`config.mk`:
```
export PLATFORM = sky130hd
export DESIGN_NAME = pipelined_array_multiplier_flat
export DESIGN_NICKNAME = d
export VERILOG_FILES = /design/src/rtl/pipelined_array_multiplier_if.sv /design/src/rtl/pipelined_array_multiplier.sv /design/src/flat_wrapper.sv
export SDC_FILE = /design/constraint.sdc
export NUM_CORES = 1
export LEC_CHECK = 0
export ABC_AREA = 0
export ABC_CLOCK_PERIOD_IN_PS = 2600
export BUFFER_PORTS_ARGS = -buffer_cell sky130_fd_sc_hd__buf_2
export CORE_UTILIZATION = 45
export DETAILED_ROUTE_END_ITERATION = 6
export GPL_ROUTABILITY_DRIVEN = 0
export HOLD_SLACK_MARGIN = 0.1
export PLACE_DENSITY = 0.71
export REMOVE_ABC_BUFFERS = 1
export SETUP_SLACK_MARGIN = 0.4
export SYNTH_ARGS = -nofsm -noshare
export SYNTH_HDL_FRONTEND = slang
export SYNTH_SLANG_ARGS = --single-unit
```
`constraint.sdc`:
```
create_clock -name clk -period 2.6 [get_ports clk]
set_input_delay 0.39 -clock clk [delete_from_list [all_inputs] [get_ports clk]]
set_output_delay 0.39 -clock clk [all_outputs]
set_load 0.01 [all_outputs]
```
`src/rtl/pipelined_array_multiplier_if.sv`:
```
// Operand/product stream bundle for pipelined_array_multiplier: input and output
// valid/ready handshakes plus the pipeline occupancy count.
interface pipelined_array_multiplier_if #(
  parameter int unsigned WIDTH = 4,
  parameter int unsigned CNT_W = $clog2(WIDTH + 1)
);
  logic               in_valid;
  logic               in_ready;
  logic [WIDTH-1:0]   A;
  logic [WIDTH-1:0]   B;
  logic               SIGNED;
  logic               out_valid;
  logic               out_ready;
  logic [2*WIDTH-1:0] AB;
  logic [CNT_W-1:0]   pipe_count;

  modport master (
    output in_valid, A, B, SIGNED, out_ready,
    input  in_ready, out_valid, AB, pipe_count
  );

  modport slave (
    input  in_valid, A, B, SIGNED, out_ready,
    output in_ready, out_valid, AB, pipe_count
  );
endinterface

```
`src/rtl/pipelined_array_multiplier.sv`:
```
// Braun-style array multiplier with one partial-product row per stage, signed/unsigned
// per transaction, and a globally stalled valid/ready pipeline.
module pipelined_array_multiplier #(
  parameter int unsigned WIDTH = 4
) (
  input logic                      clk,
  input logic                      rst_n,
  pipelined_array_multiplier_if.slave bus
);
  localparam int unsigned CNT_W = $clog2(WIDTH + 1);
  localparam int unsigned PW    = 2 * WIDTH;

  typedef logic [PW-1:0] sum_t;

  logic [WIDTH-1:0] valid_q, valid_d;
  sum_t             sum_q [WIDTH];
  sum_t             sum_d [WIDTH];
  // The last stage only needs its sum, so operands travel through WIDTH-1 stages.
  logic [WIDTH-1:0] a_q   [WIDTH-1];
  logic [WIDTH-1:0] a_d   [WIDTH-1];
  logic [WIDTH-1:0] b_q   [WIDTH-1];
  logic [WIDTH-1:0] b_d   [WIDTH-1];
  logic [WIDTH-2:0] sgn_q, sgn_d;
  logic [CNT_W-1:0] count_q, count_d;
  logic             en;

  function automatic sum_t pp_row(input logic [WIDTH-1:0] a, input logic b_bit,
                                  input logic sgn, input int unsigned k);
    sum_t a_ext;
    a_ext = sgn ? {{WIDTH{a[WIDTH-1]}}, a} : {{WIDTH{1'b0}}, a};
    return b_bit ? (a_ext << k) : '0;
  endfunction

  assign en = !valid_q[WIDTH-1] || bus.out_ready;

  always_comb begin
    valid_d = valid_q;
    sum_d   = sum_q;
    a_d     = a_q;
    b_d     = b_q;
    sgn_d   = sgn_q;
    if (en) begin
      valid_d = {valid_q[WIDTH-2:0], bus.in_valid};
      if (bus.in_valid) begin
        sum_d[0] = pp_row(bus.A, bus.B[0], bus.SIGNED, 0);
        a_d[0]   = bus.A;
        b_d[0]   = bus.B;
        sgn_d[0] = bus.SIGNED;
      end
      for (int unsigned k = 1; k < WIDTH; k++) begin
        if (valid_q[k-1]) begin
          // In signed mode the MSB of B carries negative weight.
          if (sgn_q[k-1] && (k == WIDTH - 1)) begin
            sum_d[k] = sum_q[k-1] - pp_row(a_q[k-1], b_q[k-1][k], sgn_q[k-1], k);
          end else begin
            sum_d[k] = sum_q[k-1] + pp_row(a_q[k-1], b_q[k-1][k], sgn_q[k-1], k);
          end
        end
      end
      for (int unsigned k = 1; k < WIDTH - 1; k++) begin
        if (valid_q[k-1]) begin
          a_d[k]   = a_q[k-1];
          b_d[k]   = b_q[k-1];
          sgn_d[k] = sgn_q[k-1];
        end
      end
    end
    count_d = '0;
    for (int unsigned i = 0; i < WIDTH; i++) begin
      count_d = count_d + CNT_W'(valid_d[i]);
    end
  end

  always_ff @(posedge clk or negedge rst_n) begin
    if (!rst_n) begin
      valid_q <= '0;
      sgn_q   <= '0;
      count_q <= '0;
      for (int unsigned k = 0; k < WIDTH; k++) begin
        sum_q[k] <= '0;
      end
      for (int unsigned k = 0; k < WIDTH - 1; k++) begin
        a_q[k] <= '0;
        b_q[k] <= '0;
      end
    end else begin
      valid_q <= valid_d;
      sgn_q   <= sgn_d;
      count_q <= count_d;
      sum_q   <= sum_d;
      a_q     <= a_d;
      b_q     <= b_d;
    end
  end

  assign bus.in_ready   = en;
  assign bus.out_valid  = valid_q[WIDTH-1];
  assign bus.AB         = sum_q[WIDTH-1];
  assign bus.pipe_count = count_q;
endmodule

```
`src/flat_wrapper.sv`:
```
// flat-port wrapper written by rule: the top's interface ports become plain ports
module pipelined_array_multiplier_flat 
#(
  parameter int unsigned WIDTH = 4
)
  (clk, rst_n, bus_in_valid, bus_A, bus_B, bus_SIGNED, bus_out_ready, bus_in_ready, bus_out_valid, bus_AB, bus_pipe_count);
  pipelined_array_multiplier_if #(.WIDTH(WIDTH)) bus_i ();
  input logic clk;
  input logic rst_n;
  input wire logic [$bits(bus_i.in_valid)-1:0] bus_in_valid;
  input wire logic [$bits(bus_i.A)-1:0] bus_A;
  input wire logic [$bits(bus_i.B)-1:0] bus_B;
  input wire logic [$bits(bus_i.SIGNED)-1:0] bus_SIGNED;
  input wire logic [$bits(bus_i.out_ready)-1:0] bus_out_ready;
  output wire logic [$bits(bus_i.in_ready)-1:0] bus_in_ready;
  output wire logic [$bits(bus_i.out_valid)-1:0] bus_out_valid;
  output wire logic [$bits(bus_i.AB)-1:0] bus_AB;
  output wire logic [$bits(bus_i.pipe_count)-1:0] bus_pipe_count;
  assign bus_i.in_valid = bus_in_valid;
  assign bus_i.A = bus_A;
  assign bus_i.B = bus_B;
  assign bus_i.SIGNED = bus_SIGNED;
  assign bus_i.out_ready = bus_out_ready;
  assign bus_in_ready = bus_i.in_ready;
  assign bus_out_valid = bus_i.out_valid;
  assign bus_AB = bus_i.AB;
  assign bus_pipe_count = bus_i.pipe_count;
  pipelined_array_multiplier #(.WIDTH(WIDTH)) u_core (.clk(clk), .rst_n(rst_n), .bus(bus_i));
endmodule
```
==> qor.csv <==
metric;value;unit
first_pass_iters;4;
synth_top_cell_by_area;dfrtp_1;
fin_crit_sh;0.837;
skew;5.82;ps
syn2layout_area_growth;14.7;%
synthTopCellsByArea;dfrtp_1, mux2_2, ha_1;
tns;0;ps
worst_ep_required_time;2820;ps
slew_headroom;0.701;
hold_path_class;primary input to register;
p_switching;1.53;mW
synth-edff-count;0;
clkSlewWorstSetupHoldPaths;60;ps
drtIter0Drc;37;
intPower;2.73;mW
min_path_cells;2;
cts_tree;yes;
pwr-share-clk;0.190;
synth_top_area_frac;0.502;
synth.avg_cell_area;11.4;um2
hold_path_startpoint;bus_B[1];
post_dp_cell_area;3010;um2
coreArea;5990;um2
drc_errors;0;
n_antenna_cell;0;
max_cap_viol_count;0;
slowest_stage;dfrtp_2;
globalRoute.totalOverflow;0;
die_h;81.4;um
initial_core_util;0.474;
met1_length;2.13;mm
slew_violations;0;
synth_warnings;0;
antenna_found_initial;0;
arrival;2400;ps
critical_path_peak_fanout;8;
dieArea;6630;um2
ant_nets;0;
stdcell_area;3260;um2
grt_max_degree;58;
r2r_slack;420;ps
rows;28;
fin_crit;2180;ps
htree_levels;3;
clock-root-buffer;clkbuf_8;
comb_power_share;0.444;
hpwlAfterDp;3.28;mm
finalHoldViolCount;0;
rr_endpoint;u_core.bus.AB[5]$_DFFE_PN0P_;
max_freq;460;MHz
cts_max_path_buffers;2;
synth_seq_cells;57;
min_to;u_core.b_q[9]$_DFFE_PN0P_;
wire_per_inst;13.1;um
async_flop_share;1.00;
route.met3.wl;213;um
layout_common_cells;dfrtp_1, nand2_1, mux2_2;
crit_start;u_core.b_q[3]$_DFFE_PN0P_;
p_sw_frac;0.359;
p_leak;1.59;nW
io_buffers;25;
drive_gt1_frac;0.306;
tightestPinTransition;447;ps
reg2reg_depth;9;
path_cells;nand2_2, ha_4, and2b_2, a31oi_1, ha_1, o21a_1, or3_1, nand4_1, nand2_1;
ys_seq_area_frac;0.502;
io_pins;26;
rsz0062_at_grt;true;
seq_power_share;0.366;
grt_pass1_wl;7.58;mm
vdd_drop_max;0.585;mV
power.density;1310;nW/um2
synth_cells;249;
dr_total_vias;1826;
grt_usage;0.161;
wl;4.67;mm
crit-reg2reg-launch;u_core.b_q[3]$_DFFE_PN0P_;
cts_buffers;9;
end_kind;register;
layout_commonest_cell;dfrtp_1;
report.final.setup_viol;0;
route.top_layer_used;met4;
clk_latency;340;ps
grt_pass1_vias;1711;
criticalPathCategory;register to register;
status;finished clean;
die_x;81.4;um
nets;310;
slowest_delay;470;ps
cts_sinks;57;
dr_wl_met2;2.24;mm
startpoint_type;register;
utilization;0.544;
ys_types;39;
viasPerCell;5.13;
netlist_area;2840;um2
synth_ff_type;dfrtp_1;
layout make-up:
type	instances	area [um2]
Clock inverter	3	40.0
Multi-Input combinational cell	168	1320
Clock buffer	12	155
Timing Repair Buffer	31	185
Inverter	10	37.5
Fill cell	520	2730
Sequential cell	57	1430
Tap cell	75	93.8
per-layer routing:
metal	global-route usage	vias up
met2	0.258	34
met1	0.184	874
li1	-	911
met3	0.0667	7
met4	0.0857	0
met5	0	-
logic make-up after synthesis:
family                     Yosys count  share of synthesized area
adders and majority gates           20                     0.0960
AOI/OAI and AO/OA                   39                     0.0855
and+or+nand+nor                     69                      0.121
buffers and inverters               24                     0.0449
muxes                               31                      0.123
DFF                                 57                      0.502
xor gates and xnor gates             9                     0.0278
state kept, by name (all words and copies together) (netlist names):
name,cells
u_core.sgn_q,3
u_core.b_q,6
u_core.valid_q,4
u_core.a_q,12
u_core.bus.AB,8
u_core.sum_q,21
u_core.bus.pipe_count,3
cell usage after synthesis, types with 3 or more instances:
cell	n
a21o_1	5
a21oi_1	8
and2_1	8
buf_2	6
buf_4	8
dfrtp_1	57
fa_1	3
ha_1	17
inv_1	9
mux2_2	31
nand2_1	36
nor2_1	5
o21ai_0	15
xnor2_1	4
xor2_1	5
worst max-delay path, delay by kind of cell, from the launching register on:
kind / cells / cell delay, ps
adders and majority gates: 2 / 460
and+or+nand+nor: 5 / 810
DFF: 1 / 470
AOI/OAI and AO/OA: 2 / 330
worst max path at each step:
stage / slack, ps / to
5_1_grt: 270 / u_core.bus.AB[6]$_DFFE_PN0P_
4_1_cts: 430 / u_core.bus.AB[6]$_DFFE_PN0P_
3_3_place_gp: 440 / u_core.bus.AB[6]$_DFFE_PN0P_
6_report: 420 / u_core.bus.AB[5]$_DFFE_PN0P_
2_1_floorplan: 290 / u_core.bus.pipe_count[1]$_DFF_PN0_
3_5_place_dp: 290 / u_core.bus.AB[6]$_DFFE_PN0P_
power by group through the flow:
| stage | Clock [mW] | Combinational, mW | Sequential [mW] |
|---|---|---|---|
| floorplan | 0 | 1.34 | 1.53 |
| global placement | 0 | 1.72 | 1.55 |
| detailed placement | 0 | 1.79 | 1.57 |
| CTS | 0.834 | 1.82 | 1.55 |
| global route | 0.871 | 2.11 | 1.61 |
| finish | 0.809 | 1.89 | 1.56 |
through the flow:
step	hold WS [ps]	setup WS (ps)	total power, mW	std cells
after floorplan	94.4	289	2.87	235
after detailed placement	413	287	3.36	339
final	284	424	4.26	356
after global placement	412	441	3.27	339
after CTS	262	428	4.21	355
after global routing	260	274	4.60	356
timing repair:
| action | 4_1_cts | 5_1_grt |
|---|---|---|
| endpoints found under the setup margin | 1 | 3 |
| gates resized for setup | 3 | 6 |
| pin swaps | 0 | 7 |
| setup buffers | 0 | 1 |
| endpoints found under the hold margin | 57 | 0 |
| hold buffers | 1 | 0 |
No activity file was read; power rests on OpenSTA's default activity.
